File: src/rtl/seg_scan_driver_if.sv
// Bus between the display selector and the seven-segment scan driver.
// The selector side (master) supplies the eight display codes; the driver
// side (slave) returns the segment bus, digit commons and frame marker.
interface seg_scan_driver_if;
   logic [3:0] bcd_in1;
   logic [3:0] bcd_in2;
   logic [3:0] bcd_in3;
   logic [3:0] bcd_in4;
   logic [3:0] bcd_in5;
   logic [3:0] bcd_in6;
   logic [3:0] bcd_in7;
   logic [3:0] bcd_in_led;
   logic [7:0] seg;
   logic [7:0] com;
   logic       frame_start;

   modport master (
      output bcd_in1, bcd_in2, bcd_in3, bcd_in4,
             bcd_in5, bcd_in6, bcd_in7, bcd_in_led,
      input  seg, com, frame_start
   );

   modport slave (
      input  bcd_in1, bcd_in2, bcd_in3, bcd_in4,
             bcd_in5, bcd_in6, bcd_in7, bcd_in_led,
      output seg, com, frame_start
   );
endinterface

File: src/rtl/seg_scan_driver.sv
// Eight-digit time-multiplexed seven-segment scan driver.
// All eight codes are captured together at the start of each frame so a
// frame never mixes old and new digits. Each digit slot begins with a short
// blank period (all commons off) to suppress ghosting. Segments and commons
// are active-low and fully registered.
module seg_scan_driver #(
   parameter int SCAN_DIV     = 5000,
   parameter int BLANK_CYCLES = 50
) (
   input logic              clk,
   input logic              rst_n,
   seg_scan_driver_if.slave bus
);

   localparam int CNT_W = (SCAN_DIV > 2) ? $clog2(SCAN_DIV) : 1;
   localparam logic [CNT_W-1:0] CNT_LAST  = CNT_W'(SCAN_DIV - 1);
   localparam logic [CNT_W-1:0] BLANK_END = CNT_W'(BLANK_CYCLES);

   logic [CNT_W-1:0] cnt;
   logic [CNT_W-1:0] cnt_next;
   logic [2:0]       idx;
   logic [2:0]       idx_next;
   logic [7:0][3:0]  snap;
   logic [7:0][3:0]  snap_next;
   logic             capture;

   logic [7:0] seg_q;
   logic [7:0] com_q;
   logic       frame_q;
   logic [7:0] seg_next;
   logic [7:0] com_next;
   logic       frame_next;

   // Code to active-low segment pattern; dp is always off.
   function automatic logic [7:0] decode(input logic [3:0] code);
      logic [7:0] pattern;
      case (code)
         4'd0:    pattern = 8'hC0;
         4'd1:    pattern = 8'hF9;
         4'd2:    pattern = 8'hA4;
         4'd3:    pattern = 8'hB0;
         4'd4:    pattern = 8'h99;
         4'd5:    pattern = 8'h92;
         4'd6:    pattern = 8'h82;
         4'd7:    pattern = 8'hF8;
         4'd8:    pattern = 8'h80;
         4'd9:    pattern = 8'h90;
         4'd11:   pattern = 8'hBF;
         default: pattern = 8'hFF;
      endcase
      return pattern;
   endfunction

   // Advance the slot timer and take the frame snapshot at slot 0, cycle 0.
   always_comb begin
      capture  = (cnt == '0) && (idx == 3'd0);
      cnt_next = (cnt == CNT_LAST) ? '0 : cnt + 1'b1;
      idx_next = (cnt == CNT_LAST) ? idx + 3'd1 : idx;
      snap_next = snap;
      if (capture) begin
         snap_next = {bus.bcd_in_led, bus.bcd_in7, bus.bcd_in6, bus.bcd_in5,
                      bus.bcd_in4, bus.bcd_in3, bus.bcd_in2, bus.bcd_in1};
      end
   end

   // Output values for this edge, decoded from the snapshot as it will be
   // after this edge so the capture cycle never shows stale data.
   always_comb begin
      frame_next = capture;
      com_next   = 8'hFF;
      seg_next   = 8'hFF;
      if (cnt >= BLANK_END) begin
         com_next = ~(8'd1 << idx);
         seg_next = decode(snap_next[idx]);
      end
   end

   // Scan state and output registers; reset blanks the display at once.
   always_ff @(posedge clk or negedge rst_n) begin
      if (!rst_n) begin
         cnt     <= '0;
         idx     <= 3'd0;
         snap    <= '0;
         seg_q   <= 8'hFF;
         com_q   <= 8'hFF;
         frame_q <= 1'b0;
      end else begin
         cnt     <= cnt_next;
         idx     <= idx_next;
         snap    <= snap_next;
         seg_q   <= seg_next;
         com_q   <= com_next;
         frame_q <= frame_next;
      end
   end

   assign bus.seg         = seg_q;
   assign bus.com         = com_q;
   assign bus.frame_start = frame_q;

endmodule

File: src/flat_wrapper.sv
// flat-port wrapper written by rule: the top's interface ports become plain ports
module seg_scan_driver_flat 
#(
   parameter int SCAN_DIV     = 5000,
   parameter int BLANK_CYCLES = 50
)
  (clk, rst_n, bus_bcd_in1, bus_bcd_in2, bus_bcd_in3, bus_bcd_in4, bus_bcd_in5, bus_bcd_in6, bus_bcd_in7, bus_bcd_in_led, bus_seg, bus_com, bus_frame_start);
  seg_scan_driver_if bus_i ();
  input logic clk;
  input logic rst_n;
  input wire logic [$bits(bus_i.bcd_in1)-1:0] bus_bcd_in1;
  input wire logic [$bits(bus_i.bcd_in2)-1:0] bus_bcd_in2;
  input wire logic [$bits(bus_i.bcd_in3)-1:0] bus_bcd_in3;
  input wire logic [$bits(bus_i.bcd_in4)-1:0] bus_bcd_in4;
  input wire logic [$bits(bus_i.bcd_in5)-1:0] bus_bcd_in5;
  input wire logic [$bits(bus_i.bcd_in6)-1:0] bus_bcd_in6;
  input wire logic [$bits(bus_i.bcd_in7)-1:0] bus_bcd_in7;
  input wire logic [$bits(bus_i.bcd_in_led)-1:0] bus_bcd_in_led;
  output wire logic [$bits(bus_i.seg)-1:0] bus_seg;
  output wire logic [$bits(bus_i.com)-1:0] bus_com;
  output wire logic [$bits(bus_i.frame_start)-1:0] bus_frame_start;
  assign bus_i.bcd_in1 = bus_bcd_in1;
  assign bus_i.bcd_in2 = bus_bcd_in2;
  assign bus_i.bcd_in3 = bus_bcd_in3;
  assign bus_i.bcd_in4 = bus_bcd_in4;
  assign bus_i.bcd_in5 = bus_bcd_in5;
  assign bus_i.bcd_in6 = bus_bcd_in6;
  assign bus_i.bcd_in7 = bus_bcd_in7;
  assign bus_i.bcd_in_led = bus_bcd_in_led;
  assign bus_seg = bus_i.seg;
  assign bus_com = bus_i.com;
  assign bus_frame_start = bus_i.frame_start;
  seg_scan_driver #(.SCAN_DIV(SCAN_DIV), .BLANK_CYCLES(BLANK_CYCLES)) u_core (.clk(clk), .rst_n(rst_n), .bus(bus_i));
endmodule
File: config.mk
export PLATFORM = sky130hd
export DESIGN_NAME = seg_scan_driver_flat
export DESIGN_NICKNAME = d
export VERILOG_FILES = /design/src/rtl/seg_scan_driver_if.sv /design/src/rtl/seg_scan_driver.sv /design/src/flat_wrapper.sv
export SDC_FILE = /design/constraint.sdc
export NUM_CORES = 1
export LEC_CHECK = 0
export CORE_MARGIN = 2
export CORE_UTILIZATION = 59
export CTS_CLUSTER_DIAMETER = 120
export CTS_CLUSTER_SIZE = 40
export DETAILED_ROUTE_END_ITERATION = 8
export DONT_BUFFER_PORTS = 1
export PLACE_DENSITY = 0.75
export SETUP_SLACK_MARGIN = 0.02
export SYNTH_ARGS = -nofsm -noshare
export SYNTH_HDL_FRONTEND = slang
export SYNTH_SLANG_ARGS = --single-unit
File: constraint.sdc
create_clock -name clk -period 5.2 [get_ports clk]
set_input_delay 0 -clock clk [delete_from_list [all_inputs] [get_ports clk]]
set_output_delay 0 -clock clk [all_outputs]
set_load 0.1 [all_outputs]
==> flow_summary.toml <==
[clock_network]
cts_buffer_depth = 2
cts.sinks = 64
clk_latency_ns = 0.34
cts_resized = 0
h-tree-depth = 3
cts_buffers = 9
cts-root-buf = "clkbuf_8"
cts_tree = "yes"
clk_pin_slew_ns = 0.07

[synthesis]
synthArstFlopShare_pct = 100
netlist_instances = 308
synth_edf_count = 0
yosysSeqAreaShare_pct = 49.6
ys_types = 40
syn_nets = 357
ys_warn_count = 0
syn_avg_cell_area_um2 = 10.6
ys_seq_elements = 64
synth-main-ff-cell = "dfrtp_1"
synth_area_um2 = 3270

[setup_path]
cp_data_required_time_ns = 5.45
r2r_start = "u_core.idx[0]"
critPathArrivalTime_ns = 4.13
r2r-end = "u_core.bus.seg[6]"
critPathLaunchType = "flop"
reg2reg_depth = 12
crit_fanout = 39
reg2reg_slack_ns = 1.32
crit_type = "flop to flop"
end_kind = "flop"

[timing]
period_share_pct = 74.6
final_hold_viol_count = 0
fin_setup_tns_ns = 0
maxSlewHeadroom_pct = 33.5
drv_slew = 0
finalClockSkew_ns = 0.00902
fmax_mhz = 258
fin_crit_ns = 3.88
setup_viol = 0
max_slew.worst_pin.slew_ns = 0.996
grt_setup_unrepaired = "false"

[drt]
post-route-drc-count = 0
viasPerCell = 5.52
detail_route.wl_per_cell_um = 16.2
drtIter0Drc = 114
ant_nets = 0
dr.pass1.iters = 5
finalWirelength_um = 6750
num_vias = 2303

[pwr]
leakage_nw = 1.75
ir_worst_vdd_mv = 0.175
finalPower_mw = 1.03
power_density_nw_per_um2 = 267

[floorplan]
die_h_um = 78.4
row_count = 27
die_w_um = 78.4
core_area_um2 = 5440
io_pins = 51
dieArea_um2 = 6150
initial_core_util_pct = 60.1

[global_routing]
grt-ovfl-total = 0
grt_pass1_vias = 2349
antenna_found_initial = 0
track_usage_pct = 24.9
grt_max_degree = 65
grt_pass1_wl_um = 11600

[final_layout]
final_util_pct = 70.9
final_common_cell = "nand2_1"
final_cell_mix = "116 x nand2_1, 49 x dfrtp_1, 33 x dlygate4sd3_1, 15 x ha_1, 15 x dfstp_2"
synthToLayoutAreaGrowth_pct = 18.0
nets = 389
antennaDiodeCount = 0
final_area_um2 = 3860
layout-drive-gt1-share_pct = 16.2

[hold_path]
hold_class = "input port to async pin"

[status]
status = "finished clean"

[placed_design]
port_buffers = 0
globalplace.congestion = 0.853
post-dp-hpwl_um = 4240
postPlaceCellArea_um2 = 3300

[run]
drv_cap = 0
synth_stat cells, types with 3 or more instances:
cell type / n / area share [%]
a22oi_1: 5 / 1.1
a22oi_2: 3 / 1.1
and2_1: 3 / 0.57
clkbuf_1: 10 / 1.1
dfrtp_1: 49 / 38
dfstp_2: 15 / 12
ha_1: 15 / 5.7
inv_1: 11 / 1.3
mux2i_1: 4 / 1.2
mux4_2: 14 / 9.7
nand2_1: 116 / 13
nand3_1: 3 / 0.46
nand4_1: 3 / 0.57
nor2_1: 13 / 1.5
o211ai_1: 4 / 0.92
xnor2_1: 6 / 1.6
xor2_1: 6 / 1.6
logic make-up after synthesis:
group | count (synthesis) | synth area share [%]
AND/OR/NAND/NOR | 150 | 20.2
flip-flops | 64 | 49.6
buffers and inverters | 25 | 3.26
multiplexers | 21 | 12.9
AO/OA/AOI/OAI | 20 | 4.94
adder cells (fa/ha/maj) | 15 | 5.74
XOR/XNOR | 12 | 3.22
other | 1 | 0.115
stage by stage:
stage / hold slack (ns) / setup WS [ns] / cells
after floorplan: -0.296 / 1.51 / 308
after global placement: -0.294 / 1.41 / 367
after detailed placement: -0.294 / 1.30 / 367
after CTS: 0.186 / 1.26 / 417
after global routing: 0.217 / 0.863 / 417
final: 0.184 / 1.32 / 417
final cells by class:
class | count | area [um2]
Tap cell | 72 | 90.1
Timing Repair Buffer | 35 | 365
Clock buffer | 13 | 159
Fill cell | 372 | 1580
Sequential cell | 64 | 1620
Multi-Input combinational cell | 219 | 1540
Inverter | 11 | 41.3
Clock inverter | 3 | 40.0
timing repair:
| action | 4_1_cts | 5_1_grt |
|---|---|---|
| buffers inserted | 0 | 0 |
| setup endpoints to repair | 0 | 0 |
| hold endpoints to repair | 96 | 0 |
| hold buffers | 34 | 0 |
state kept, by name, summed over array words and instances (netlist names):
signal                  count
u_core.bus.com              8
u_core.bus.seg              7
u_core.cnt                 13
u_core.idx                  3
u_core.snap                32
u_core.bus.frame_start      1
power by group:
part / internal [mW] / total [mW] / switching, mW
combinational: 0.0394 / 0.0747 / 0.0354
sequential: 0.511 / 0.518 / 0.00678
clock: 0.247 / 0.437 / 0.190
worst max path at each step:
stage | start | endpoint | cells past startpoint
final | u_core.idx[0] | u_core.bus.seg[6] | 12
after global routing | u_core.idx[0] | u_core.bus.seg[3] | 12
after CTS | u_core.idx[0] | u_core.bus.seg[6] | 12
after detailed placement | u_core.idx[0] | u_core.bus.seg[6] | 12
after global placement | u_core.idx[0] | u_core.bus.seg[3] | 12
after floorplan | u_core.idx[0] | u_core.bus.seg[6] | 16
worst max-delay path, cell delays in order, from the launching register on:
cell	delay, ns
dfrtp_1	0.68
inv_1	0.25
ha_1	0.23
and4bb_2	0.27
nand4_4	0.51
mux4_2	0.66
a22oi_1	0.22
nand2_1	0.15
inv_1	0.16
ha_1	0.16
inv_1	0.06
mux2_4	0.25
a32oi_1	0.17
routing by layer:
layer	track usage [%]	wire length (um)	vias to the layer above
met5	0	0	-
met4	8.07	102	0
met3	8.28	365	12
met2	39.1	3320	66
met1	33.2	2960	1129
li1	-	-	1096
Power figures use the tool's default switching activity.
